File: config.mk
export PLATFORM = sky130hd
export DESIGN_NAME = packet_stream_builder
export DESIGN_NICKNAME = d
export VERILOG_FILES = /design/src/rtl/lasernet_pkg.sv /design/src/rtl/csum16_fold.sv /design/src/rtl/packet_stream_builder.sv
export SDC_FILE = /design/constraint.sdc
export NUM_CORES = 1
export LEC_CHECK = 0
export ABC_AREA = 1
export CAP_MARGIN = 20
export CORE_AREA = 2 2 314 316
export CTS_CLUSTER_SIZE = 10
export DETAILED_ROUTE_END_ITERATION = 6
export DIE_AREA = 0 0 316 318
export GPL_ROUTABILITY_DRIVEN = 0
export GPL_TIMING_DRIVEN = 0
export PLACE_DENSITY = 0.55
export SYNTH_ARGS = -nofsm -noshare
export SYNTH_HDL_FRONTEND = slang
export SYNTH_HIERARCHICAL = 1
export SYNTH_SLANG_ARGS = --single-unit
File: constraint.sdc
create_clock -name clk -period 16 [get_ports clk]
set_clock_uncertainty 0.15 [all_clocks]
set_input_delay 4.8 -clock clk [delete_from_list [all_inputs] [get_ports clk]]
set_output_delay 4.8 -clock clk [all_outputs]
set_load 0.01 [all_outputs]
File: src/rtl/lasernet_pkg.sv
// Shared types and helpers for the laser link packet path.
// Holds the builder state encoding, header layout constants and header word packing.
package lasernet_pkg;

  localparam int HDR_WORDS     = 4;
  localparam int CSUM_WORD_IDX = 4;

  typedef enum logic [1:0] {
    S_IDLE,
    S_SUM,
    S_FOLD,
    S_EMIT
  } state_t;

  function automatic logic [31:0] hdr_word(
    input logic [8:0]  flags,
    input logic [15:0] window
  );
    return {7'd0, flags, window};
  endfunction

endpackage

File: src/rtl/csum16_fold.sv
// Folds a 32-bit sum of 16-bit halves into a complemented 16-bit checksum.
// Ports: acc (32-bit running sum) in, csum (16-bit ones-complement checksum) out.
module csum16_fold (
  input  logic [31:0] acc,
  output logic [15:0] csum
);

  logic [16:0] f;
  logic [15:0] f2;

  assign f    = {1'b0, acc[15:0]} + {1'b0, acc[31:16]};
  // f tops out at 0x1FFFE, so one end-around add cannot carry again
  assign f2   = f[15:0] + {15'd0, f[16]};
  assign csum = ~f2;

endmodule

File: src/rtl/packet_stream_builder.sv
// Builds one header+checksum+payload packet per start and streams it over valid/ready.
// Ports: clk, reset, isn/seq/ack/flags/window/msg_in/start in; idle, out_* and seg_oob out.
module packet_stream_builder
  import lasernet_pkg::*;
#(
  parameter int DATA_WORDS = 4,
  parameter int NUM_SEGS   = 5
) (
  input  logic                             clk,
  input  logic                             reset,
  input  logic [31:0]                      isn,
  input  logic [31:0]                      seq,
  input  logic [31:0]                      ack,
  input  logic [8:0]                       flags,
  input  logic [15:0]                      window,
  input  logic [NUM_SEGS*DATA_WORDS*32-1:0] msg_in,
  input  logic                             start,
  output logic                             idle,
  output logic [31:0]                      out_data,
  output logic                             out_valid,
  input  logic                             out_ready,
  output logic                             out_last,
  output logic                             seg_oob
);

  localparam int         SW   = DATA_WORDS * 32;
  localparam int         N    = HDR_WORDS + DATA_WORDS;
  localparam logic [4:0] LAST = 5'(N);

  state_t          state, state_n;
  logic [31:0]     seq_q, ack_q, hdr_q;
  logic [SW-1:0]   seg_q, seg_sel;
  logic [15:0]     csum_q, csum_f;
  logic [31:0]     acc;
  logic [16:0]     half;
  logic [4:0]      ptr, sel;
  logic [31:0]     word;
  logic [31:0]     index;
  logic            oob;
  logic            hs;

  assign hs    = out_valid & out_ready;
  assign idle  = (state == S_IDLE);
  assign index = seq - isn - 32'd1;
  assign oob   = (index >= 32'(NUM_SEGS));

  always_comb begin
    seg_sel = '0;
    for (int k = 0; k < NUM_SEGS; k++)
      if (index == 32'(k))
        seg_sel = msg_in[k*SW +: SW];
  end

  // The summing pass skips the checksum slot
  assign sel = (state == S_SUM && ptr >= 5'(CSUM_WORD_IDX))
             ? ptr + 5'd1 : ptr;

  always_comb begin
    word = '0;
    unique case (1'b1)
      (sel == 5'd0): word = '0;
      (sel == 5'd1): word = seq_q;
      (sel == 5'd2): word = ack_q;
      (sel == 5'd3): word = hdr_q;
      (sel == 5'd4): word = {csum_q, 16'd0};
      (sel >= 5'd5): begin
        for (int j = 0; j < DATA_WORDS; j++)
          if (sel == 5'(5 + j))
            word = seg_q[(DATA_WORDS-j)*32-1 -: 32];
      end
      default: word = '0;
    endcase
  end

  csum16_fold u_fold (
    .acc  (acc),
    .csum (csum_f)
  );

  always_ff @(posedge clk or posedge reset) begin
    if (reset) state <= S_IDLE;
    else       state <= state_n;
  end

  always_comb begin
    state_n = state;
    unique case (state)
      S_IDLE: if (start) state_n = S_SUM;
      S_SUM:  if (ptr == LAST) state_n = S_FOLD;
      S_FOLD: state_n = S_EMIT;
      S_EMIT: if (hs && out_last) state_n = S_IDLE;
      default: state_n = S_IDLE;
    endcase
  end

  // Summing is pipelined: half holds hi+lo of the previous word,
  // so acc lands one cycle after the last word is read.
  always_ff @(posedge clk or posedge reset) begin
    if (reset) begin
      seq_q     <= '0;
      ack_q     <= '0;
      hdr_q     <= '0;
      seg_q     <= '0;
      csum_q    <= '0;
      acc       <= '0;
      half      <= '0;
      ptr       <= '0;
      out_data  <= '0;
      out_valid <= 1'b0;
      out_last  <= 1'b0;
      seg_oob   <= 1'b0;
    end else begin
      unique case (state)
        S_IDLE: if (start) begin
          seq_q   <= seq;
          ack_q   <= ack;
          hdr_q   <= hdr_word(flags, window);
          seg_q   <= seg_sel;
          seg_oob <= oob;
          acc     <= '0;
          half    <= '0;
          ptr     <= '0;
        end
        S_SUM: begin
          acc <= acc + 32'(half);
          if (ptr != LAST) begin
            half <= {1'b0, word[31:16]} + {1'b0, word[15:0]};
            ptr  <= ptr + 5'd1;
          end
        end
        S_FOLD: begin
          csum_q    <= csum_f;
          out_data  <= '0;
          out_valid <= 1'b1;
          out_last  <= 1'b0;
          ptr       <= 5'd1;
        end
        S_EMIT: if (hs) begin
          if (out_last) begin
            out_valid <= 1'b0;
            out_last  <= 1'b0;
            out_data  <= '0;
          end else begin
            out_data <= word;
            out_last <= (ptr == LAST);
            ptr      <= ptr + 5'd1;
          end
        end
        default: ;
      endcase
    end
  end

endmodule

==> run_results.csv <==
group,metric,value,unit
timing,setup_ws,7.30,ns
final_layout,layout-drive-gt1-share,4.48,%
worst_hold_path,hold_path_class,"flip-flop to flip-flop",
die,die_w,316,um
grt,grt_overflow,0,
cts,clk_pin_slew,0.06,ns
timing,final-hold-violation-count,0,
critical_path,reg2reg_slack,10.10,ns
drt,vias,33300,
synth,syn_nets,5063,
timing,drv_slew,0,
drt,drtAntennaViolNets,0,
critical_path,worstSetupEndpointType,"flip-flop",
synth,synth_edf_count,0,
grt,grt_pass1_wl,227,mm
synth,synth_top_cell_area_share,31.0,%
synth,synthCells,4206,
synth,synth-main-ff-cell,"dfrtp_1",
timing,fin_crit,8.70,ns
critical_path,critPathArrivalTime,9.05,ns
final_layout,syn2layout_area_growth,42.1,%
synth,yosys_warnings,6,
drt,drc,0,
placed_design,post-place-ws,6.87,ns
critical_path,startpoint_type,"primary input",
synth,synth_common_cells,"1481 x nand2_1, 498 x nand3_1, 459 x inv_1",
timing,fmax,115,MHz
cts,cts_tree,"yes",
timing,finalCritPeriodShare,54.4,%
critical_path,worst-setup-path-type,"primary input to flip-flop",
synth,synthTopCellsByArea,"dfrtp_1 31%, nand2_1 21%, nand3_1 9.5%, nand4_1 7.3%, inv_1 6.6%",
job,cap_violations,0,
cts,htree_levels,2,
drt,wl_per_cell,26.0,um
power_and_ir_drop,powerDensity,96.1,mW/mm^2
synth,synth_top_cell_by_area,"dfrtp_1",
synth,syn_avg_cell_area,6.21,sq um
power_and_ir_drop,peakVddDrop,0.0000710,V
drt,drtIter0Drc,3481,
placed_design,portBuffers,800,
critical_path,required,16.35,ns
final_layout,nets,5908,
drt,dr.pass1.iters,7,
timing,worstMarginPinSlew,0.925,ns
grt,grt_pass1_vias,31400,
synth,syn_area,0.0261,sq mm
timing,setup_violations,0,
grt,grt.total_usage,31.9,%
power_and_ir_drop,p_leak,18.9,nW
die,die_h,318,um
cts,cts_made_buffers,41,
placed_design,hpwlAfterDp,143,mm
timing,rsz0062_at_grt,"false",
cts,post-cts-setup-buffers,0,
synth,yosysSeqAreaShare,31.0,%
die,io-pin-count,801,
cts,clk_latency,0.56,ns
cts,cts_root_buffer,"clkbuf_16",
synth,yosys_register_bits,324,
drt,vias_per_cell,5.19,
power_and_ir_drop,power,3.57,mW
die,core_area,0.0974,sq mm
critical_path,critPathMaxFanout,10,
outcome,outcome,"finished, final reports clean",
drt,routed_wl,166,mm
cts,post_cts_resized,0,
grt,antenna_found_initial,85,
die,start_util,26.8,%
final_layout,final_util,38.1,%
cts,cts_sinks,324,
timing,relSlewSlack,38.3,%
synth,synth_cell_types,50,
final_layout,fill_cells,10600,
cts,hold_buffers,0,
die,rows,115,
synth,yosysMostFrequentCell,"nand2_1",
die,die_area,0.100,sq mm
cts,clock_tree.buffer_depth,3,
synth,ys_async_sr_fraction,100,%
grt,grt_max_degree,123,
## metrics by stage
stage | hold WS (ns) | instance area [sq um] | instances | setup TNS, ns
after global placement | 0.308 | 35700 | 6293 | -863.69
after global routing | 0.343 | 37100 | 6384 | 0
after detailed placement | 0.312 | 35800 | 6295 | 0
after CTS | 0.327 | 37000 | 6355 | 0
final | 0.328 | 37100 | 6412 | 0
after floorplan | 0.294 | 26100 | 4206 | 0
## area by class of cell
type,instances,area (sq um),share of cell area (%)
multi-input combinational,3171,15200,40.8
sequential,324,8110,21.8
timing repair buffer,802,8060,21.7
inverter,471,1780,4.78
tap,1287,1610,4.34
clock buffer,57,1170,3.14
buffer,240,1100,2.96
antenna,57,143,0.384
clock inverter,3,18.8,0.0505
## placed cells by master, fill, tap and decap left out, drive strengths merged, types with 4 or more instances in the layout
| cell type | synthesis | routed |
|---|---|---|
| inv | 468 | 468 |
| buf | 142 | 144 |
| ha | 88 | 88 |
| diode | 0 | 57 |
| nand4 | 306 | 306 |
| clkinv | 3 | 6 |
| fa | 4 | 4 |
| nand3 | 503 | 503 |
| clkdlybuf4s50 | 0 | 800 |
| a31oi | 4 | 4 |
| xor2 | 21 | 21 |
| a221oi | 9 | 9 |
| or2 | 6 | 6 |
| o31ai | 8 | 8 |
| xnor2 | 5 | 5 |
| o22ai | 6 | 6 |
| o2111ai | 9 | 9 |
| o211ai | 6 | 6 |
| a22o | 21 | 21 |
| a21o | 5 | 5 |
| clkbuf | 98 | 155 |
| and2 | 7 | 7 |
| nand2 | 1495 | 1495 |
| dfrtp | 324 | 324 |
| a21oi | 84 | 84 |
| nor2 | 393 | 393 |
| o2bb2ai | 5 | 5 |
| nor3 | 16 | 16 |
| nor4 | 4 | 4 |
| o21ai | 143 | 143 |
## cell families after synthesis
family	synth area share [%]
simple gates	45.4
buf+inv	11.0
flops	31.0
compound gates	7.16
fa+ha+maj	4.52
xor+xnor	0.872
## worst max-delay path, cell delays in order
cell             delay [ns]
clkdlybuf4s50_1        0.47
inv_1                  0.07
ha_1                   0.24
fa_1                   0.45
nand3_1                0.13
nand3_2                0.14
nand2_1                0.10
nand2_1                0.12
nand2_1                0.10
nand2_1                0.09
nand2_1                0.07
nand2_1                0.04
nor2_1                 0.15
nand4_1                0.23
nor3_1                 0.23
buf_2                  0.46
buf_1                  0.47
nand3_1                0.33
nand3_1                0.21
nand2_1                0.07
nand2_1                0.06
## flip-flops by register name (all words and copies together), names as in the netlist
name       cells
seg_oob        1
state          2
csum_q        16
ptr            5
ack_q         32
out_last       1
hdr_q         25
acc           32
seg_q        128
seq_q         32
out_data      32
out_valid      1
half          17
## layer usage
| metal | share of wire, % | GRT usage (%) |
|---|---|---|
| met3 | 11 | 9.36 |
| met1 | 39 | 39.7 |
| met5 | 0.12 | 0 |
| met2 | 44 | 49.8 |
| met4 | 5.7 | 16.5 |
## power by group
part	switching [mW]	internal, mW
registers	0.157	1.01
clock network	0.363	0.500
logic	0.970	0.565
total	1.49	2.08
## worst paths after layout
path | start | to | cells past startpoint
worst max-delay path | isn[0] | seg_q[78] | 21
worst min-delay path | seg_q[6] | seg_q[6] | 2
worst max register to register | state[1] | half[15] | 27
worst min register to register | seg_q[6] | seg_q[6] | 2
max in group asynchronous | reset | seg_q[58] | 4
min in group asynchronous | reset | ack_q[21] | 2
Power figures use the tool's default switching activity.
